File: src/rtl/unified_mem_arbiter.sv
// unified_mem_arbiter: single-outstanding arbiter for a shared I/D memory, data first with fetch anti-starvation; MEM_ARB_PERF_EN adds stall counters.
// Grant is combinational in IDLE, rvalid follows MEM_LAT+1 cycles later; requests are held until gnt and ignored while busy.
module unified_mem_arbiter #(
    parameter int ADDR_W     = 6,
    parameter int DATA_W     = 32,
    parameter int MEM_LAT    = 1,
    parameter int STARVE_MAX = 4
) (
    input  logic              clk,
    input  logic              rst,
    input  logic              if_req,
    input  logic [ADDR_W-1:0] if_addr,
    output logic              if_gnt,
    output logic              if_rvalid,
    output logic [DATA_W-1:0] if_rdata,
    input  logic              d_req,
    input  logic              d_we,
    input  logic [ADDR_W-1:0] d_addr,
    input  logic [DATA_W-1:0] d_wdata,
    output logic              d_gnt,
    output logic              d_rvalid,
    output logic [DATA_W-1:0] d_rdata,
    output logic              mem_en,
    output logic              mem_we,
    output logic [ADDR_W-1:0] mem_addr,
    output logic [DATA_W-1:0] mem_wdata,
    input  logic [DATA_W-1:0] mem_rdata,
    output logic              busy
`ifdef MEM_ARB_PERF_EN
    ,
    output logic [15:0]       if_stall_cnt,
    output logic [15:0]       d_stall_cnt
`endif
);

    localparam logic [2:0] LAT        = 3'(MEM_LAT);
    localparam logic [3:0] STARVE_LIM = 4'(STARVE_MAX);

    typedef enum logic {S_IDLE, S_WAIT} state_t;

    state_t            state_q;
    logic [2:0]        lat_cnt_q;
    logic [3:0]        starve_q;
    logic [3:0]        starve_d;
    logic              owner_data_q;
    logic              store_q;
    logic              if_rvalid_q;
    logic              d_rvalid_q;
    logic [DATA_W-1:0] if_rdata_q;
    logic [DATA_W-1:0] d_rdata_q;

    logic idle;
    logic fetch_win;

    assign idle = (state_q == S_IDLE);

    // Fetch wins only when data is absent or fetch has been denied STARVE_MAX times in a row.
    assign fetch_win = if_req & (~d_req | (starve_q == STARVE_LIM));
    assign if_gnt    = idle & fetch_win;
    assign d_gnt     = idle & d_req & ~fetch_win;

    assign mem_en    = if_gnt | d_gnt;
    assign mem_we    = d_gnt & d_we;
    assign mem_addr  = d_gnt ? d_addr : (if_gnt ? if_addr : '0);
    assign mem_wdata = d_gnt ? d_wdata : '0;

    assign busy      = ~idle;
    assign if_rvalid = if_rvalid_q;
    assign d_rvalid  = d_rvalid_q;
    assign if_rdata  = if_rdata_q;
    assign d_rdata   = d_rdata_q;

    always_comb begin
        starve_d = starve_q;
        if (if_gnt) begin
            starve_d = '0;
        end else if (idle && if_req && (starve_q != STARVE_LIM)) begin
            starve_d = starve_q + 4'd1;
        end
    end

    always_ff @(posedge clk or posedge rst) begin
        if (rst) begin
            state_q      <= S_IDLE;
            lat_cnt_q    <= '0;
            starve_q     <= '0;
            owner_data_q <= 1'b0;
            store_q      <= 1'b0;
            if_rvalid_q  <= 1'b0;
            d_rvalid_q   <= 1'b0;
            if_rdata_q   <= '0;
            d_rdata_q    <= '0;
        end else begin
            if_rvalid_q <= 1'b0;
            d_rvalid_q  <= 1'b0;
            starve_q    <= starve_d;
            case (state_q)
                S_IDLE: begin
                    if (mem_en) begin
                        state_q      <= S_WAIT;
                        lat_cnt_q    <= 3'd1;
                        owner_data_q <= d_gnt;
                        store_q      <= d_gnt & d_we;
                    end
                end
                S_WAIT: begin
                    if (lat_cnt_q < LAT) begin
                        lat_cnt_q <= lat_cnt_q + 3'd1;
                    end else begin
                        // mem_rdata is valid in this cycle; the pulse appears the cycle after.
                        state_q   <= S_IDLE;
                        lat_cnt_q <= '0;
                        if (owner_data_q) begin
                            d_rvalid_q <= 1'b1;
                            if (!store_q) begin
                                d_rdata_q <= mem_rdata;
                            end
                        end else begin
                            if_rvalid_q <= 1'b1;
                            if_rdata_q  <= mem_rdata;
                        end
                    end
                end
                default: state_q <= S_IDLE;
            endcase
        end
    end

`ifdef MEM_ARB_PERF_EN
    logic [15:0] if_stall_q;
    logic [15:0] d_stall_q;

    always_ff @(posedge clk or posedge rst) begin
        if (rst) begin
            if_stall_q <= '0;
            d_stall_q  <= '0;
        end else begin
            if (if_req && !if_gnt && (if_stall_q != 16'hFFFF)) begin
                if_stall_q <= if_stall_q + 16'd1;
            end
            if (d_req && !d_gnt && (d_stall_q != 16'hFFFF)) begin
                d_stall_q <= d_stall_q + 16'd1;
            end
        end
    end

    assign if_stall_cnt = if_stall_q;
    assign d_stall_cnt  = d_stall_q;
`endif

endmodule
File: config.mk
export PLATFORM = sky130hd
export DESIGN_NAME = unified_mem_arbiter
export DESIGN_NICKNAME = d
export VERILOG_FILES = /design/src/rtl/unified_mem_arbiter.sv
export SDC_FILE = /design/constraint.sdc
export NUM_CORES = 1
export LEC_CHECK = 0
export ABC_AREA = 1
export CAP_MARGIN = 10
export CELL_PAD_IN_SITES_DETAIL_PLACEMENT = 0
export CELL_PAD_IN_SITES_GLOBAL_PLACEMENT = 1
export CORE_UTILIZATION = 28
export CTS_BUF_LIST = sky130_fd_sc_hd__clkbuf_8
export CTS_CLUSTER_DIAMETER = 80
export DETAILED_ROUTE_END_ITERATION = 7
export GPL_TIMING_DRIVEN = 0
export PLACE_DENSITY = 0.81
export SLEW_MARGIN = 10
export SYNTH_ARGS = -nofsm -noshare
export SYNTH_HDL_FRONTEND = slang
export SYNTH_SLANG_ARGS = --single-unit
File: constraint.sdc
create_clock -name clk -period 2.6 [get_ports clk]
set_input_delay 0.39 -clock clk [delete_from_list [all_inputs] [get_ports clk]]
set_output_delay 0.39 -clock clk [all_outputs]
set_load 0.01 [all_outputs]
==> flow_summary.yaml <==
status:
  status: "finished, final reports clean"
logic_synthesis:
  synth-seq-cells: 76
  synth_cells: 448
  yosysSeqAreaShare: 0.534
  yosysTopAreaCellShare: 0.534
  yosys-top-cells-area: "dfrtp_1 53%, nand2_1 16%, nand4_1 11%"
  netlist_area_sq_um: 3560
  ys_types: 19
  yosysTopAreaCell: "dfrtp_1"
  syn_nets: 532
  synth_warnings: 0
  syn_avg_cell_area_sq_um: 7.96
critical_path:
  path_max_fanout: 10
  crit_buf_inv: 4
  crit_family: "buffers and inverters"
  critical_path.cell_chain: "clkdlybuf4s50_1 > inv_1 > nor2_1 > clkbuf_4 > nand3_1 > o21ai_0 > clkdlybuf4s50_1"
  cp.required_ns: 2.21
  worst-setup-path-type: "primary input to output pin"
  cp.arrival_ns: 2.11
  crit_slowest_cell: "clkdlybuf4s50_1"
  critPathMostFrequentCell: "clkdlybuf4s50_1"
  end_kind: "output pin"
  cp_slowest_stage_delay_ns: 0.57
  start_kind: "primary input"
timing:
  setup_slack_ns: 0.101
  fmax_mhz: 400
  tightest_slew_ns: 0.479
  final_max_slew_viol_count: 0
  max-slew-margin-rel: 0.681
  min_period_ns: 2.50
  setup_violations: 0
  hold_viol: 0
  hold_ws_ns: 0.369
  finalCritPeriodShare: 0.961
  clock_skew_ns: 0.00449
  rsz0062_at_grt: "true"
  finalSetupTns_ns: 0
place:
  place_area_sq_um: 5700
  place_ws_ns: -0.0821
  io_buffers: 189
  gp_congestion: 0.781
  dp_cells: 806
  hpwl_mm: 9.09
die:
  dieArea_sq_um: 13200
  die_w_um: 115
  design.core.area_sq_um: 12200
  ioPinCount: 190
  fp.dieH_um: 115
  row_count: 40
  start_util: 0.292
clocking:
  ctsLongestPathBuffers: 2
  clock_latency_ns: 0.36
  cts_buffers: 9
  cts_tree: "built"
  cts_sinks: 76
  clk_pin_slew_ns: 0.07
  cts_setup_buffers: 0
  h-tree-depth: 3
  root_buffer: "clkbuf_8"
worst_hold_path:
  hp-class: "primary input to asynchronous set/reset pin"
pwr:
  seqPwrFrac: 0.322
  swShare: 0.415
  ir_drop_uv: 384
  p_sw_mw: 2.69
  power.leakage_nw: 3.19
  clock_power_share: 0.118
  pwr_density_cell_nw_per_um2: 1090
  p_int_mw: 3.79
  total_power_mw: 6.48
  p_comb_frac: 0.560
global_routing:
  grt_antenna_before_repair: 0
  grt_max_degree: 51
  grt_pass1_vias: 3688
  gr-total-overflow: 0
  grt_util_all_layers: 0.185
  grt_pass1_wl_mm: 18.5
layout:
  postLayoutCoreUtil: 0.485
  nFillCells: 1247
  num_antenna_cells: 0
  finalNetCount: 733
  final_cell_mix: "167 x clkdlybuf4s50_1, 147 x nand2_1, 76 x dfrtp_1, 65 x nand4_1, 55 x inv_1"
  final_common_cell: "clkdlybuf4s50_1"
  postLayoutCellArea_sq_um: 5920
  drive_gt1_frac: 0.0735
  instances_no_fill: 821
  area_delta_synth_final_pct: 66.2
route:
  drt_iter0_markers: 268
  vias_per_cell: 4.58
  firstDrtPassIters: 4
  ant_nets: 0
  vias: 3758
  drt_wl_total_mm: 12.0
  drc: 0
  wl_per_cell_um: 14.6
flow_run:
  maxCapViolations: 0
[layer usage]
layer / vias to the layer above / global-route usage / part of all wire
met5: - / 0 / 0
met1: 1729 / 0.210 / 0.40
met2: 175 / 0.333 / 0.50
met3: 13 / 0.0590 / 0.089
li1: 1841 / - / -
met4: 0 / 0.0519 / 0.015
[area by class of cell]
class	count	area (sq um)	area share
Timing Repair Buffer	190	1960	0.331
Sequential cell	76	1900	0.321
Multi-Input combinational cell	284	1320	0.222
Inverter	57	216	0.0365
Tap cell	168	210	0.0355
Buffer	31	159	0.0268
Clock buffer	9	124	0.0209
Clock inverter	6	33.8	0.00570
[final timing paths]
| kind | start | end | slack (ns) | cells after the start |
|---|---|---|---|---|
| worst max-delay path | if_req | mem_addr[5] | 0.10 | 7 |
| worst min-delay path | rst | if_rdata[21] | 0.37 | 2 |
| worst max register to register | lat_cnt_q[1] | d_rdata[10] | 1.24 | 6 |
| worst min register to register | if_rdata[24] | if_rdata[24] | 0.47 | 2 |
| max in group asynchronous | rst | d_rdata[9] | 1.67 | 3 |
| min in group clk | if_rdata[24] | if_rdata[24] | 0.47 | 2 |
[flip-flops by register name, summed over array words and instances, names as in the netlist]
register and count:
busy 1, d_rdata 32, d_rvalid 1, if_rdata 32
if_rvalid 1, lat_cnt_q 3, owner_data_q 1, starve_q 4
store_q 1
[Yosys cell counts]
| master | number |
|---|---|
| dfrtp_1 | 76 |
| buf_1 | 3 |
| buf_2 | 24 |
| nand2_2 | 1 |
| o21ai_0 | 10 |
| a21oi_1 | 1 |
| clkbuf_1 | 4 |
| nand3_2 | 1 |
| nand3_1 | 10 |
| o211ai_1 | 1 |
| nand4_1 | 65 |
| clkinv_1 | 1 |
| nor2_1 | 41 |
| inv_2 | 1 |
| nand3b_1 | 2 |
| inv_1 | 55 |
| nand2_1 | 148 |
| nor3_1 | 1 |
| ha_1 | 3 |
[what timing repair did]
action | CTS | global route
setup endpoints to repair | 13 | 25
hold buffers | 0 | 0
gates resized for setup | 10 | 24
[cells by family (layout without fill, tap and decap cells)]
family,count (synthesis),after routing,share of synthesized area
adder cells (fa/ha/maj),3,3,0.0105
AND/OR/NAND/NOR,269,269,0.337
AO/OA/AOI/OAI,12,12,0.0176
flip-flops,76,76,0.534
buffers and inverters,88,293,0.101
[power by group through the flow]
stage	registers (mW)	clock network, mW	logic, mW
floorplan	2.30	0	1.53
global placement	2.09	0	3.61
detailed placement	2.11	0	3.67
CTS	2.09	0.790	3.69
global route	2.15	0.842	4.01
finish	2.09	0.762	3.63
Power figures use the tool's default switching activity.
